`src/rtl/mem_dma_pkg.sv`:
```
// Shared types and default widths for the mem_dma word-copy engine.
package mem_dma_pkg;

  localparam int MEM_DMA_ADDR_W = 16;
  localparam int MEM_DMA_DATA_W = 16;

  typedef enum logic [1:0] {
    ST_IDLE  = 2'd0,
    ST_READ  = 2'd1,
    ST_WRITE = 2'd2,
    ST_DONE  = 2'd3
  } state_e;

endpackage

```
`src/rtl/mem_dma.sv`:
```
// Single-port memory-to-memory word copy engine (read, then write, per word).
// Optional fill mode compiled in with MEM_DMA_FILL_EN.
//
// state    | meaning
// ST_IDLE  | waiting for start; memory bus parked at zero
// ST_READ  | drive src+index, latch read_data into buffer
// ST_WRITE | drive dst+index with buffer (or fill word), advance index
// ST_DONE  | one-cycle completion pulse
module mem_dma
  import mem_dma_pkg::*;
#(
  parameter int ADDR_W = MEM_DMA_ADDR_W,
  parameter int DATA_W = MEM_DMA_DATA_W
) (
  input  logic              clk,
  input  logic              rst_n,
  input  logic              start,
  input  logic [ADDR_W-1:0] src_addr,
  input  logic [ADDR_W-1:0] dst_addr,
  input  logic [ADDR_W-1:0] length,
  input  logic              abort,
`ifdef MEM_DMA_FILL_EN
  input  logic              fill,
  input  logic [DATA_W-1:0] fill_value,
`endif
  output logic              MemWrite,
  output logic [ADDR_W-1:0] addr,
  output logic [DATA_W-1:0] write_data,
  input  logic [DATA_W-1:0] read_data,
  output logic              busy,
  output logic              done
);

  state_e            state_q, state_d;
  logic [ADDR_W-1:0] src_q, src_d;
  logic [ADDR_W-1:0] dst_q, dst_d;
  logic [ADDR_W-1:0] len_q, len_d;
  logic [ADDR_W-1:0] idx_q, idx_d;
  logic [DATA_W-1:0] buf_q, buf_d;
  logic [ADDR_W-1:0] idx_inc;
  logic              fill_mode;
  logic [DATA_W-1:0] fill_word;

`ifdef MEM_DMA_FILL_EN
  logic fill_q, fill_d;
  assign fill_mode = fill_q;
  assign fill_word = fill_value;
`else
  assign fill_mode = 1'b0;
  assign fill_word = '0;
`endif

  assign idx_inc = idx_q + ADDR_W'(1);

  always_comb begin
    state_d    = state_q;
    src_d      = src_q;
    dst_d      = dst_q;
    len_d      = len_q;
    idx_d      = idx_q;
    buf_d      = buf_q;
`ifdef MEM_DMA_FILL_EN
    fill_d     = fill_q;
`endif
    MemWrite   = 1'b0;
    addr       = '0;
    write_data = '0;
    busy       = 1'b0;
    done       = 1'b0;

    case (state_q)
      ST_IDLE: begin
        if (start) begin
          if (length != '0) begin
            src_d = src_addr;
            dst_d = dst_addr;
            len_d = length;
            idx_d = '0;
`ifdef MEM_DMA_FILL_EN
            fill_d  = fill;
            state_d = fill ? ST_WRITE : ST_READ;
`else
            state_d = ST_READ;
`endif
          end else begin
            state_d = ST_DONE;
          end
        end
      end
      ST_READ: begin
        busy    = 1'b1;
        addr    = src_q + idx_q;
        buf_d   = read_data;
        state_d = abort ? ST_DONE : ST_WRITE;
      end
      ST_WRITE: begin
        busy       = 1'b1;
        MemWrite   = 1'b1;
        addr       = dst_q + idx_q;
        write_data = fill_mode ? fill_word : buf_q;
        idx_d      = idx_inc;
        // abort still lets this cycle's write land, then stops
        if (abort || idx_inc == len_q) state_d = ST_DONE;
        else if (fill_mode)            state_d = ST_WRITE;
        else                           state_d = ST_READ;
      end
      ST_DONE: begin
        done    = 1'b1;
        state_d = ST_IDLE;
      end
      default: state_d = ST_IDLE;
    endcase
  end

  always_ff @(posedge clk or negedge rst_n) begin
    if (!rst_n) begin
      state_q <= ST_IDLE;
      src_q   <= '0;
      dst_q   <= '0;
      len_q   <= '0;
      idx_q   <= '0;
      buf_q   <= '0;
`ifdef MEM_DMA_FILL_EN
      fill_q  <= 1'b0;
`endif
    end else begin
      state_q <= state_d;
      src_q   <= src_d;
      dst_q   <= dst_d;
      len_q   <= len_d;
      idx_q   <= idx_d;
      buf_q   <= buf_d;
`ifdef MEM_DMA_FILL_EN
      fill_q  <= fill_d;
`endif
    end
  end

endmodule
```
`config.mk`:
```
export PLATFORM = sky130hd
export DESIGN_NAME = mem_dma
export DESIGN_NICKNAME = d
export VERILOG_FILES = /design/src/rtl/mem_dma_pkg.sv /design/src/rtl/mem_dma.sv
export SDC_FILE = /design/constraint.sdc
export NUM_CORES = 1
export LEC_CHECK = 0
export ABC_AREA = 1
export CAP_MARGIN = 15
export CORE_MARGIN = 1
export CORE_UTILIZATION = 45
export CTS_CLUSTER_DIAMETER = 100
export CTS_CLUSTER_SIZE = 12
export DETAILED_ROUTE_END_ITERATION = 12
export GPL_TIMING_DRIVEN = 0
export PLACE_DENSITY = 0.72
export SYNTH_ARGS = -nofsm -noshare
export SYNTH_HDL_FRONTEND = slang
export SYNTH_SLANG_ARGS = --single-unit
```
`constraint.sdc`:
```
create_clock -name clk -period 3.38 [get_ports clk]
set_input_delay 0.338 -clock clk [delete_from_list [all_inputs] [get_ports clk]]
set_output_delay 0.338 -clock clk [all_outputs]
set_load 0.01 [all_outputs]
```
# After elaboration in Yosys (flattened, before gate mapping)
# Index checks and enable logic that the tools add are counted.
[word_totals]
out_inout_bits = 35
ff_bits = 82
elab_cells = 35
inputBits = 68
[op_classes]
n_reduce_logical = 7
n_eq_ne = 6
mux = 13
add_sub_neg = 3
[ops]
columns = ["op", "count"]
rows = [
  ["one-hot mux 16 bit (2 select lines)", 2],
  ["2-to-1 mux 16 bit", 3],
  ["adder 16 bit", 2],
  ["adder 16 x 1 -> 16 bit, second input constant", 1],
  ["equality test 16 bit", 1],
  ["nonzero test 16 bit", 1],
  ["one-hot mux 2 bit (4 select lines)", 1],
  ["2-to-1 mux 2 bit", 3],
  ["AND reduction 3 bit", 2],
  ["equality test 2 bit, second input constant", 2],
  ["2-to-1 mux 1 bit", 4],
  ["inequality test 2 bit, second input constant", 2],
  ["equality test 2 x 1 -> 1 bit, second input constant", 1],
  ["zero test 2 bit", 1],
  ["nonzero test 2 bit", 1],
  ["OR reduction 2 bit", 1],
  ["logical OR 1 bit", 1],
]

# Depth between registers and ports, before layout
[logic_depth]
ltp_word = 5
mapped_depth = 23
mapped_depth_nobuf = 21

# Worst setup path before layout
# Ideal clock, no wire load.
[synth_path]
kind = "register -> output"
from = "reg state_q[0]"
to = "out addr[12]"
t_arrival_ps = 2943
required_ps = 3042
path_buffers = 2
path_slack_ps = 99
stages_incl_launch_ff = 23
path_cell_list = "dfrtp_1 inv_1 ha_1 buf_4 clkbuf_1 nand2_1 o21ai_0 ha_1 inv_1 fa_1 inv_1 nand3_1 nand2_1 inv_1 nor2_1 nor2_1 o21ai_0 nand2_1 nand2_1 nand3_1 nand2_1 nor2_1 nor2_1"
[synth_via]
elab_chain_cells = 2
elab_cells_between_ends = 3
classes_between = "2 x eq/ne; 1 x mux"
[synth_rtl]
columns = ["item", "line_no", "rtl"]
rows = [
  ["from (decl)", "mem_dma.sv:34", "state_e state_q, state_d;"],
  ["from (signal assigned)", "mem_dma.sv:127", "state_q <= state_d;"],
  ["equality test 2 bit or equality test 2 x 1 -> 1 bit (tied branches)", "mem_dma.sv:71", "case (state_q)"],
  ["one-hot mux 16 bit (2 select lines) (*)", "mem_dma.sv:71", ""],
  ["to (decl)", "mem_dma.sv:27", "output logic [ADDR_W-1:0] addr,"],
]
# Mark *: on every way between the ends. The rest lies on a longest branch, timed or not.

# Final worst setup path
[layout_path]
from = "reg state_q[0]"
to = "out addr[13]"
# The elaborated chain is that of the path after synthesis.

==> summary.txt <==
Run status
  • Status: completed

Floorplan
  • Core Area: 10400 um2
  • I/O pin count: 103
  • Die Footprint: 11300 um2
  • Initial core utilization: 0.468
  • Row Count: 37
  • Die Width: 106 um
  • Die height: 106 um

Routing
  • DRT Pass-1 Iters: 5
  • Wire per inst: 14.7 um
  • Via Count: 4628
  • Post-Route WL: 13.2 mm
  • Post-route ant nets: 0
  • Vias/cell: 5.14
  • Initial DRC count: 259
  • DRC violations left: 0

STA
  • Fin worst setup slack: 0.0300 ns
  • Final Setup Violations: 0
  • RSZ-0062 raised after global routing: yes
  • Clk_skew: 0.00759 ns
  • Fmax: 299 MHz
  • Worst slew pin tran: 0.610 ns
  • Pins Over Slew Limit: 0
  • Fin crit period: 3.35 ns
  • Rel. slew slack: 0.593
  • Tcrit/Tclk final: 0.991
  • Fin. Hold Viols: 0

Cells and area
  • Share of layout cells above drive strength 1: 0.165
  • Final Util: 0.634
  • Fillers: 931
  • Post-route cell area: 6600 um2
  • Most common cell after layout, fill and taps aside: nand2_1
  • Area Growth Syn to Fin: 35.3%
  • Commonest cells after routing, fill and taps aside: nand2_1 (162), clkdlybuf4s50_1 (90), dfrtp_1 (82)
  • Antenna diodes: 0
  • Fin nets: 848

Setup path
  • Crit path launch type: flip-flop
  • CP max FO: 10
  • CP Capture Type: primary output
  • Slowest CP cell: dfrtp_1
  • Worst EP arrival: 3.01 ns
  • Setup crit start: state_q[0]
  • Reg2reg start: state_q[1]
  • Critical path class: flip-flop to primary output
  • CP required: 3.04 ns
  • CP Cell Sequence: inv_2 -> ha_4 -> buf_8 -> nand2_1 -> o21ai_1 -> ha_1 -> nand2_1 -> nor2_1 -> a211oi_2 -> o211ai_1 -> buf_4 -> buf_4 -> a21oi_2 -> o21ai_0 -> a21oi_1 -> buf_2
  • Slowest Stage Delay on Critical Path: 0.40 ns

Clock network
  • Clk Latency, worst-skew pair: 0.36 ns
  • CTS root buf: clkbuf_8
  • CTS max path bufs: 2
  • Clk sink count: 82
  • CTS buffer count: 9
  • TritonCTS clock tree: yes
  • H-tree Lvls: 3
  • Clock transition at path regs: 0.09 ns

Yosys
  • Synth Instances: 619
  • Syn Area/Cell: 7.88 um2
  • Post-synth EDFFs: 0
  • Post-synthesis net count: 708
  • Synthesized area: 4880 um2
  • Seq cells post-synth: 82
  • Synth area leaders: dfrtp_1 (42%), nand2_1 (13%), inv_1 (6.0%)
  • Yosys top cell area share: 0.421
  • Cell taking the most area after synthesis: dfrtp_1
  • Main flop type after synthesis: dfrtp_1
  • Cell variety after synth: 40
  • Sequential element share of the synthesized area: 0.421
  • Synth warn: 0
  • Asr flop ratio synth: 1.00

Job
  • Max-Cap Viols: 0

GRT
  • Congestion Overflow GR: 0
  • Initial antenna violation count: 0
  • First-pass GRT wire length: 21.8 mm
  • Largest net degree at the start of global routing: 49
  • Overall routing resource usage: 0.247
  • Vias in the first global route: 4579

Placed design
  • RePlAce Congestion: 0.899
  • Post-DP Area: 6090 um2
  • Detailed Place HPWL: 9.93 mm
  • Number of port buffers: 102
  • DP Worst Slack: -0.871 ns

Pwr
  • Leak: 3.22 nW
  • VDD IR max: 0.000547 V
  • Power per cell area: 833 nW/um2

Hold path
  • Worst min-delay path class: input port to asynchronous set/reset pin
[sequential cells by signal (all words and copies together), names as in the netlist]
signal   count
state_q      2
idx_q       16
src_q       16
dst_q       16
buf_q       16
len_q       16
[cell usage after synthesis, types with 2 or more instances]
library cell and count:
a21oi_1 47, buf_2 7, buf_4 3, clkbuf_1 8, dfrtp_1 82, ha_1 20, inv_1 78, inv_2 2
mux2_2 22, nand2_1 166, nand2_2 4, nand3_1 25, nand3b_1 4, nand4_1 4, nor2_1 51, nor2_4 4
nor3_1 2, nor4_1 4, o21ai_0 41, o21ai_1 2, o22ai_1 12, o31ai_1 2, xnor2_1 2, xnor3_1 2
xor2_1 10
[metrics by stage]
| stage | TNS (ns) | hold slack, ns | instances | total power [W] |
|---|---|---|---|---|
| floorplan | 0 | 0.0424 | 619 | 0.00332 |
| global placement | -90.34 | 0.455 | 857 | 0.00443 |
| detailed placement | -5.80 | 0.334 | 858 | 0.00451 |
| CTS | -0.126 | 0.481 | 894 | 0.00541 |
| global route | -0.721 | 0.505 | 900 | 0.00596 |
| finish | 0 | 0.475 | 900 | 0.00550 |
[cell families (layout without fill, tap and decap cells)]
| kind of cell | count (synthesis) | after routing | synth area share |
|---|---|---|---|
| buf+inv | 100 | 245 | 0.0831 |
| simple gates | 268 | 268 | 0.232 |
| flops | 82 | 82 | 0.421 |
| xor+xnor | 15 | 15 | 0.0356 |
| mux | 22 | 22 | 0.0508 |
| compound gates | 111 | 111 | 0.122 |
| fa+ha+maj | 21 | 21 | 0.0554 |
[worst max-delay path: cells and delay by family, from the launching register on]
kind / cells / cell delay [ns]
AOI/OAI and AO/OA: 6 / 0.85
and+or+nand+nor: 3 / 0.24
buffers and inverters: 5 / 0.68
adders and majority gates: 2 / 0.47
DFF: 1 / 0.40
[layout make-up]
cell class,count,area [um2],area share
clock buffer,12,145,0.0220
buffer,19,143,0.0216
multi-input combinational,437,2530,0.384
clock inverter,4,51.3,0.00777
inverter,80,300,0.0455
tap,136,170,0.0258
timing repair buffer,130,1200,0.182
sequential,82,2050,0.311
[path summary, 6_finish.rpt]
| kind | to | slack (ns) | depth (start not counted) |
|---|---|---|---|
| worst min-delay path | idx_q[12] | 0.48 | 2 |
| worst max-delay path | addr[13] | 0.03 | 16 |
| worst max register to register | idx_q[8] | 1.23 | 7 |
| min in group clk | buf_q[2] | 0.48 | 2 |
| worst min register to register | buf_q[2] | 0.48 | 2 |
| max in group asynchronous | buf_q[7] | 2.29 | 3 |
[report_power, final]
part	leakage, nW	switching (W)	total, W	internal, W
Sequential	0.992	0.000237	0.00162	0.00138
Combinational	2.13	0.00173	0.00315	0.00143
Clock	0.0966	0.000363	0.000725	0.000363
Total	3.22	0.00233	0.00550	0.00317
[routing by layer]
layer	wire length [um]	track usage	vias up
met5	0	0	-
met4	376	0.0982	0
met3	774	0.0589	32
met2	6210	0.404	146
met1	5860	0.315	2169
li1	-	-	2281
[timing repair]
item,CTS,global route
pin swaps,15,11
endpoints found under the setup margin,15,13
buffers inserted,19,7
gates resized for setup,70,22
hold endpoints to repair,34,0
hold buffers,1,0
No activity file was read; power rests on OpenSTA's default activity.
